**config.mk**
```make
export PLATFORM = sky130hd
export DESIGN_NAME = mem_req_ctrl
export DESIGN_NICKNAME = d
export VERILOG_FILES = /design/src/rtl/mem_pkg.sv /design/src/rtl/mem_req_ctrl.sv
export SDC_FILE = /design/constraint.sdc
export NUM_CORES = 1
export LEC_CHECK = 0
export CORE_MARGIN = 4
export CORE_UTILIZATION = 26
export CTS_BUF_LIST = sky130_fd_sc_hd__clkbuf_4 sky130_fd_sc_hd__clkbuf_8
export DETAILED_ROUTE_END_ITERATION = 8
export PLACE_DENSITY_LB_ADDON = 0.3
export SLEW_MARGIN = 20
export SYNTH_ARGS = -nofsm -noshare
export SYNTH_HDL_FRONTEND = slang
export SYNTH_SLANG_ARGS = --single-unit
```
**constraint.sdc**
```tcl
create_clock -name clk -period 2.5 [get_ports clk]
set_clock_uncertainty 0.05 [all_clocks]
set_input_delay 0.375 -clock clk [delete_from_list [all_inputs] [get_ports clk]]
set_output_delay 0.375 -clock clk [all_outputs]
set_load 0.05 [all_outputs]
```
**src/rtl/mem_pkg.sv**
```systemverilog
// Shared definitions for the memory request controller.
//   state_e : controller states (IDLE, RD_WAIT, RSP)
//   CNT_W   : width of the optional request statistics counters
package mem_pkg;

  typedef enum logic [1:0] {
    IDLE    = 2'd0,
    RD_WAIT = 2'd1,
    RSP     = 2'd2
  } state_e;

  localparam int unsigned CNT_W = 16;

endpackage : mem_pkg

```
**src/rtl/mem_req_ctrl.sv**
```systemverilog
// Memory request controller: turns a valid/ready request stream into memory
// read/write strobes and returns read data over a valid/ready response port.
// At most one read is in flight; writes complete in their accept cycle.
//
// Parameters:
//   addr_w   - memory address width
//   data_w   - memory data width
//   buf_read - 0: memory read data valid in the accept cycle (combinational)
//              1: memory read data valid one cycle after the accept (registered)
// Ports:
//   clk, rst                       - clock, asynchronous active-high reset
//   req_valid/req_ready            - request handshake
//   req_write/req_addr/req_wdata   - request payload
//   rsp_valid/rsp_ready/rsp_rdata  - read response
//   mem_re/mem_raddr/mem_rdata     - memory read port (mem_re combinational)
//   mem_we/mem_waddr/mem_wdata     - memory write port (mem_we combinational)
//   rd_count/wr_count              - accept counters, only with MEM_REQ_STATS_EN
// Optional feature macro: MEM_REQ_STATS_EN
module mem_req_ctrl
  import mem_pkg::*;
#(
  parameter int unsigned addr_w   = 5,
  parameter int unsigned data_w   = 32,
  parameter bit          buf_read = 1'b1
) (
  input  logic              clk,
  input  logic              rst,
  input  logic              req_valid,
  output logic              req_ready,
  input  logic              req_write,
  input  logic [addr_w-1:0] req_addr,
  input  logic [data_w-1:0] req_wdata,
  output logic              rsp_valid,
  input  logic              rsp_ready,
  output logic [data_w-1:0] rsp_rdata,
  output logic              mem_re,
  output logic [addr_w-1:0] mem_raddr,
  input  logic [data_w-1:0] mem_rdata,
  output logic              mem_we,
  output logic [addr_w-1:0] mem_waddr,
  output logic [data_w-1:0] mem_wdata
`ifdef MEM_REQ_STATS_EN
  ,
  output logic [CNT_W-1:0]  rd_count,
  output logic [CNT_W-1:0]  wr_count
`endif
);

  state_e            state_q, state_d;
  logic              rsp_valid_q, rsp_valid_d;
  logic [data_w-1:0] rsp_rdata_q, rsp_rdata_d;
  logic              accept;
  logic              rd_accept;
  logic              wr_accept;

  // Ready is gated by rst so nothing is accepted (and no strobe fires) in reset.
  assign req_ready = !rst && ((state_q == IDLE) || ((state_q == RSP) && rsp_ready));
  assign accept    = req_valid && req_ready;
  assign rd_accept = accept && !req_write;
  assign wr_accept = accept && req_write;

  assign mem_re    = rd_accept;
  assign mem_raddr = req_addr;
  assign mem_we    = wr_accept;
  assign mem_waddr = req_addr;
  assign mem_wdata = req_wdata;

  assign rsp_valid = rsp_valid_q;
  assign rsp_rdata = rsp_rdata_q;

  // Next-state and response data capture.
  always_comb begin
    state_d     = state_q;
    rsp_rdata_d = rsp_rdata_q;
    case (state_q)
      IDLE:    state_d = IDLE;
      RD_WAIT: begin
        rsp_rdata_d = mem_rdata;
        state_d     = RSP;
      end
      RSP:     if (rsp_ready) state_d = IDLE;
      default: state_d = IDLE;
    endcase
    // A read accept can only occur in IDLE or in a retiring RSP; it overrides.
    if (rd_accept) begin
      if (buf_read) begin
        state_d = RD_WAIT;
      end else begin
        state_d     = RSP;
        rsp_rdata_d = mem_rdata;
      end
    end
    rsp_valid_d = (state_d == RSP);
  end

  // State and response registers.
  always_ff @(posedge clk or posedge rst) begin
    if (rst) begin
      state_q     <= IDLE;
      rsp_valid_q <= 1'b0;
      rsp_rdata_q <= '0;
    end else begin
      state_q     <= state_d;
      rsp_valid_q <= rsp_valid_d;
      rsp_rdata_q <= rsp_rdata_d;
    end
  end

`ifdef MEM_REQ_STATS_EN
  logic [CNT_W-1:0] rd_count_q, rd_count_d;
  logic [CNT_W-1:0] wr_count_q, wr_count_d;

  // Saturating accept counters.
  always_comb begin
    rd_count_d = rd_count_q;
    wr_count_d = wr_count_q;
    if (rd_accept && (rd_count_q != {CNT_W{1'b1}})) rd_count_d = rd_count_q + CNT_W'(1);
    if (wr_accept && (wr_count_q != {CNT_W{1'b1}})) wr_count_d = wr_count_q + CNT_W'(1);
  end

  always_ff @(posedge clk or posedge rst) begin
    if (rst) begin
      rd_count_q <= '0;
      wr_count_q <= '0;
    end else begin
      rd_count_q <= rd_count_d;
      wr_count_q <= wr_count_d;
    end
  end

  assign rd_count = rd_count_q;
  assign wr_count = wr_count_q;
`endif

endmodule : mem_req_ctrl

```
==> impl_metrics.toml, run 1 <==
[yosys]
synth.yosys.warnings = 0
syn_inst = 129
syn_nets = 206
syn-cell-area_mm2 = 0.001847
ys_ff_latch = 35
ys_types = 15
syn_area_per_cell_um2 = 14.32
ys_seq_area_share_pct = 47.43

[sta]
final_max_slew_viol_count = 0
finalSetupTns_ps = 0
rsz0062_at_grt = "false"
timing.final.crit_share_pct = 82.19
hold_viol_final = 0
holdWs_ps = 457.7
period_minus_slack_ps = 2055
finalWorstSetupSlack_ps = 445.3
setup_viol = 0
max_freq_mhz = 486.7
relSlewSlack_pct = 64.45
tightestPinTransition_ps = 531.5

[grt]
grt_first_pass_wirelength_mm = 5.796
grt_max_degree = 36
antenna_found_initial = 0
grt_pass1_vias = 1100
grtUsageTotal_pct = 8.845
grt-ovfl-total = 0

[clock_network]
htree_levels = 2
post_cts_resized = 0
cts_sinks = 35
post_cts_buffers = 0
ctsHoldBuffers = 0
clkTransAtPathRegs_ps = 70
clockBufferDepth = 2
cts_inserted_buffers = 5
clkLatencyLatePin_ps = 280
cts-root-buf = "clkbuf_8"
cts_tree = "built"

[die]
fp.dieW_um = 92.28
core_area_mm2 = 0.006832
start_util_pct = 27.03
ios = 152
dieHeight_um = 92.28
die_area_mm2 = 0.008516
core.rowCount = 30

[finish]
multiInputGateArea_um2 = 598.1
register_area_um2 = 875.8
final_area_mm2 = 0.002459
num_antenna_cells = 0
layout_commonest_cell = "clkdlybuf4s50_1"
fin_util_pct = 35.99
fin_nets = 242
fill_cells = 695
drive_gt1_share_pct = 30.12
final_cell_mix = "69 x clkdlybuf4s50_1, 35 x dfrtp_1, 30 x mux2_4"
syn2layout_area_growth_pct = 33.13

[critical_path]
required_ps = 2080
end_kind = "primary output"
crit_type = "flop to primary output"
critPathMaxFanout = 4
startpoint_type = "flop"
worstPathArrival_ps = 1630

[drt]
drtIter0Drc = 29
post_drt_wl_per_cell_um = 14.55
via_per_inst = 3.973
vias = 1041
antenna_left = 0
dr.pass1.iters = 4
remaining_drc_errors = 0
postRouteWirelength_mm = 3.813

[place]
placedInstanceArea_mm2 = 0.002370
place_congestion = 0.6267
preCtsSetupSlack_ps = 530.3
hpwl_mm = 2.781
portBuffers = 72

[outcome]
status = "complete, no violations"

[power_and_ir_drop]
p_leak_nw = 1.057
irDropWorstVdd_mv = 0.2813
powerDensity_mw_per_mm2 = 842.6

[flow_run]
maxCapViolCount = 0

[hold_path]
hold_path_class = "flop to flop"
==> per-stage QoR <==
step	std cells	total power, mW
detailed placement	254	1.679
finish	262	2.072
CTS	262	2.111
global route	262	2.175
floorplan	129	1.531
global placement	254	1.676
==> per-layer routing <==
layer | track usage, % | share of wire, % | vias to the layer above
li1 | - | - | 459
met1 | 10.44 | 40 | 484
met2 | 13.02 | 46 | 65
met3 | 3.199 | 9.3 | 33
met4 | 6.683 | 5.2 | 0
met5 | 0 | 0 | -
==> report_power, final <==
part / internal (mW) / leakage (nW) / switching [mW]
Clock: 0.206 / 0.0446 / 0.206
Combinational: 0.391 / 0.591 / 0.532
Sequential: 0.679 / 0.421 / 0.0584
Total: 1.28 / 1.06 / 0.796
==> synth_stat cells <==
| cell | n | area [um^2] |
|---|---|---|
| mux2_4 | 30 | 450.4 |
| a21o_1 | 1 | 7.510 |
| nor3b_1 | 1 | 7.510 |
| buf_4 | 42 | 315.3 |
| nor4b_2 | 1 | 15.01 |
| and3_1 | 2 | 12.51 |
| nor2_1 | 1 | 3.750 |
| dfrtp_1 | 35 | 875.8 |
| ha_1 | 3 | 37.54 |
| buf_6 | 4 | 45.04 |
| a21oi_2 | 1 | 8.760 |
| inv_1 | 4 | 15.01 |
| mux2_2 | 2 | 22.52 |
| nor4b_4 | 1 | 23.77 |
| a31oi_1 | 1 | 6.260 |
==> cell families after synthesis <==
kind of cell               share of synthesized area [%]
DFF                                                47.43
buffers and inverters                              20.32
adders and majority gates                          2.033
and+or+nand+nor                                    3.387
AOI/OAI and AO/OA                                  1.220
muxes                                              25.61
==> critical path, stage by stage, from the launching register on <==
cell     delay [ps]
dfrtp_1         400
inv_1            90
ha_1            200
a21oi_2          90
nor4b_4         380
buf_12          190
==> worst paths after layout <==
| check | depth (start not counted) | slack (ps) | start | to |
|---|---|---|---|---|
| worst max-delay path | 5 | 450 | state_q[0] | mem_re |
| worst min-delay path | 1 | 460 | rsp_rdata[3] | rsp_rdata[3] |
| worst max register to register | 4 | 930 | state_q[1] | rsp_rdata[29] |
| worst min register to register | 1 | 460 | rsp_rdata[3] | rsp_rdata[3] |
| max in group asynchronous | 3 | 1500 | rst | rsp_rdata[1] |
| min in group asynchronous | 3 | 570 | rst | rsp_rdata[26] |
==> area by class of cell <==
class / instances / area share, %
Clock inverter: 2 / 0.5089
Tap cell: 96 / 4.885
Clock buffer: 6 / 3.104
Sequential cell: 35 / 35.62
Multi-Input combinational cell: 44 / 24.33
Inverter: 4 / 0.6107
Timing Repair Buffer: 75 / 30.94
==> state kept, by name, summed over array words and instances, names as in the netlist <==
register   cells
rsp_rdata     32
rsp_valid      1
state_q        2
(Power assumes the default switching activity.)
==> run 2, diff against run 1 <==
Clock period 2.5 ns to 2 ns, I/O delays scaled along.
==> impl_metrics.toml, run 2 (synthesized netlist as in run 1, its figures left out) <==
[outcome]
status = "complete, no violations"

[die]
start_util_pct = 27.03
die_area_mm2 = 0.008516
fp.dieW_um = 92.28
dieHeight_um = 92.28
core.rowCount = 30
core_area_mm2 = 0.006832
ios = 152

[drt]
dr.pass1.iters = 4
post_drt_wl_per_cell_um = 15.09
drtIter0Drc = 17
postRouteWirelength_mm = 3.998
remaining_drc_errors = 0
antenna_left = 0
vias = 1044
via_per_inst = 3.940

[critical_path]
critPathMaxFanout = 3
cp_cell_sequence = "ha_2, a21oi_2, nor2_2, and3_2, buf_12"
cpPeakStageDelay_ps = 410
r2r_cells = 4
timing.rr.end = "rsp_rdata[29]"
cp_top_family = "flip-flops"
required_ps = 1650
cp_num_buf_inv = 1
r2r_slack_ps = 450
startpoint_type = "flop"
cp_slowest_cell = "dfrtp_1"
timing.rr.start = "state_q[1]"
end_kind = "primary output"
crit_type = "flop to primary output"
worstPathArrival_ps = 1570

[clock_network]
cts_tree = "built"
cts_inserted_buffers = 5
cts_sinks = 35
cts-root-buf = "clkbuf_8"
clkLatencyLatePin_ps = 280
clkTransAtPathRegs_ps = 70
htree_levels = 2
clockBufferDepth = 2

[sta]
finalWorstSetupSlack_ps = 76.75
holdWs_ps = 458.2
hold_viol_final = 0
period_minus_slack_ps = 1923
setup_viol = 0
final_max_slew_viol_count = 0
max_freq_mhz = 520.0
timing.final.crit_share_pct = 96.16
tightestPinTransition_ps = 529.4
relSlewSlack_pct = 64.59

[place]
hpwl_mm = 3.040
placedInstanceArea_mm2 = 0.002406
place_congestion = 0.7254
portBuffers = 72
preCtsSetupSlack_ps = 203.9
dp_cells = 255

[grt]
grt_first_pass_wirelength_mm = 6.106
grtUsageTotal_pct = 9.202
grt_pass1_vias = 1131
grt_max_degree = 36
antenna_found_initial = 0
grt-ovfl-total = 0

[power_and_ir_drop]
p_leak_nw = 1.103
powerDensity_mw_per_mm2 = 1118
irDropWorstVdd_mv = 0.3711

[finish]
syn2layout_area_growth_pct = 38.62
fill_cells = 689
largest_reg_flops = 32
final_area_mm2 = 0.002560
drive_gt1_share_pct = 33.73
final_cell_mix = "69 x clkdlybuf4s50_1, 35 x dfrtp_1, 30 x mux2_4"
num_antenna_cells = 0
fin_cells = 265
fin_nets = 245
layout_commonest_cell = "clkdlybuf4s50_1"

[hold_path]
hold_path_class = "flop to flop"
hold_depth = 1
hold_end = "rsp_rdata[21]"
min_from = "rsp_rdata[21]"

[flow_run]
maxCapViolCount = 0
==> run 2: changes by cell type in the layout (fill, tap and decap cells not counted), sizes merged <==
cell	delta
bufinv	+2
buf	+3
clkinvlp	-1
clkinv	-1
==> run 2: worst max-delay path by stage <==
stage,startpoint,to,cells past startpoint
after floorplan,state_q[0],mem_we,5
after global placement,rsp_ready,mem_we,5
after detailed placement,rsp_ready,mem_we,5
after CTS,state_q[1],mem_we,6
after global routing,state_q[1],mem_we,6
final,state_q[1],mem_we,5
==> run 2: where the power goes <==
| group | switching (mW) | leakage [nW] | internal [mW] |
|---|---|---|---|
| clock | 0.258 | 0.0688 | 0.512 |
| sequential | 0.0774 | 0.421 | 0.849 |
| combinational | 0.668 | 0.613 | 0.498 |
==> run 2: repair_timing <==
action                     4_1_cts  5_1_grt
pin swaps                        1        1
setup endpoints to repair        1        1
hold buffers                     0        0
setup buffers                    1        1
gates resized for setup          1        1
==> run 2: through the flow <==
step                TNS [ps]  power, mW  util, %
floorplan                  0      1.915        -
global placement           0      2.108    35.22
detailed placement         0      2.113    35.22
CTS                        0      2.915    37.36
global route          -1.816      2.980    37.47
finish                     0      2.862    37.47
==> run 2: final cells by class <==
type / count / area [um^2] / share of cell area (%)
tap: 96 / 120.1 / 4.692
sequential: 35 / 875.8 / 34.21
clock inverter: 2 / 60.06 / 2.346
multi-input combinational: 44 / 604.3 / 23.61
inverter: 4 / 15.01 / 0.5865
clock buffer: 6 / 76.32 / 2.981
timing repair buffer: 78 / 808.3 / 31.57
==> run 2: worst register-to-register path, stage by stage (launching register included) <==
cell,delay (ps)
dfrtp_1,410
inv_2,70
ha_2,330
buf_4,250
mux2_2,340
==> run 2: routing by layer <==
metal / wire length (um) / up-vias / global-route usage [%]
met3: 338 / 38 / 2.543
met4: 254 / 0 / 7.797
li1: - / 461 / -
met5: 0 / - / 0
met2: 1932 / 53 / 15.02
met1: 1472 / 492 / 9.771
==> run 3, diff against run 2 <==
Clock period 2 ns to 2.4 ns, I/O delays scaled along.
==> impl_metrics.toml, run 3 (synthesized netlist as in run 1, its figures left out) <==
[flow_run]
maxCapViolCount = 0

[clock_network]
clkTransAtPathRegs_ps = 70
ctsHoldBuffers = 0
post_cts_buffers = 0
cts-root-buf = "clkbuf_8"
cts_sinks = 35
clkLatencyLatePin_ps = 270
htree_levels = 2
clockBufferDepth = 2
cts_inserted_buffers = 5
cts_tree = "built"
post_cts_resized = 0

[hold_path]
hold_path_class = "flop to flop"
hold_depth = 1

[finish]
drive_gt1_share_pct = 30.12
syn2layout_area_growth_pct = 34.42
largest_reg_flops = 32
final_area_mm2 = 0.002482
fin_util_pct = 36.34
fin_cells = 262
layout_commonest_cell = "clkdlybuf4s50_1"
fin_nets = 242
final_cell_mix = "69 x clkdlybuf4s50_1, 35 x dfrtp_1, 30 x mux2_4"
num_antenna_cells = 0

[critical_path]
cp_top_family = "flip-flops"
cp_num_buf_inv = 2
required_ps = 1990
cp.depth = 5
cp_slowest_cell = "dfrtp_1"
critPathMaxFanout = 4
worstPathArrival_ps = 1640
r2r_cells = 4
end_kind = "primary output"
crit_type = "flop to primary output"
startpoint_type = "flop"
cp_cell_sequence = "inv_1, ha_1, a21oi_2, nor4b_4, buf_12"
cpPeakStageDelay_ps = 410

[place]
place_congestion = 0.6244
portBuffers = 72
preCtsSetupSlack_ps = 468.7
dp_cells = 254
placedInstanceArea_mm2 = 0.002370
hpwl_mm = 2.878

[sta]
timing.final.crit_share_pct = 85.54
final_max_slew_viol_count = 0
finalSetupTns_ps = 0
hold_viol_final = 0
tightestPinTransition_ps = 519.7
max_freq_mhz = 487.1
rsz0062_at_grt = "false"
setup_viol = 0
period_minus_slack_ps = 2053
finalWorstSetupSlack_ps = 347.0
relSlewSlack_pct = 65.24
holdWs_ps = 457.9

[drt]
via_per_inst = 3.950
dr.pass1.iters = 2
post_drt_wl_per_cell_um = 14.61
antenna_left = 0
postRouteWirelength_mm = 3.828
drtIter0Drc = 13
vias = 1035
remaining_drc_errors = 0

[die]
ios = 152
core_area_mm2 = 0.006832
die_area_mm2 = 0.008516
fp.dieW_um = 92.28
core.rowCount = 30
dieHeight_um = 92.28
start_util_pct = 27.03

[outcome]
status = "complete, no violations"

[grt]
grtUsageTotal_pct = 8.835
grt_first_pass_wirelength_mm = 5.823
grt-ovfl-total = 0
antenna_found_initial = 0
grt_pass1_vias = 1078
grt_max_degree = 36

[power_and_ir_drop]
pwr-share-clk_pct = 23.4
irDropWorstVdd_mv = 0.3463
p_total_mw = 2.257
p_int_mw = 1.424
powerDensity_mw_per_mm2 = 909.4
combPwrFrac_pct = 42.5
seq_power_share_pct = 34.1
power_switching_mw = 0.8338
p_leak_nw = 1.070
swShare_pct = 36.94
[run 3: cell type report]
type                       instances  area, um^2
timing repair buffer              75       760.7
inverter                           4       15.01
clock inverter                     3       43.79
fill                             686        4349
sequential                        35       875.8
multi-input combinational         44       598.1
clock buffer                       5       68.82
tap                               96       120.1
[run 3: power groups by stage]
stage / registers (mW) / clock network [mW] / logic, mW
finish: 0.771 / 0.528 / 0.959
global route: 0.789 / 0.586 / 0.992
CTS: 0.772 / 0.561 / 0.970
detailed placement: 0.781 / 0 / 0.968
global placement: 0.780 / 0 / 0.967
floorplan: 1.19 / 0 / 0.400
[run 3: metal layers]
layer	GRT usage [%]	share of wire, %	up-vias	routed length, um
li1	-	-	458	-
met3	2.625	8.3	33	319
met4	7.054	5.2	0	199
met2	13.08	45	65	1735
met1	10.57	41	479	1574
met5	0	0	-	0
[run 3: worst paths after layout]
check	from	endpoint	slack [ps]
min in group asynchronous	rst	rsp_rdata[26]	540
hold / removal	rsp_rdata[14]	rsp_rdata[14]	460
setup reg to reg	state_q[1]	rsp_rdata[30]	840
hold reg to reg	rsp_rdata[14]	rsp_rdata[14]	460
setup / recovery	state_q[0]	mem_re	350
max in group asynchronous	rst	rsp_rdata[1]	1430
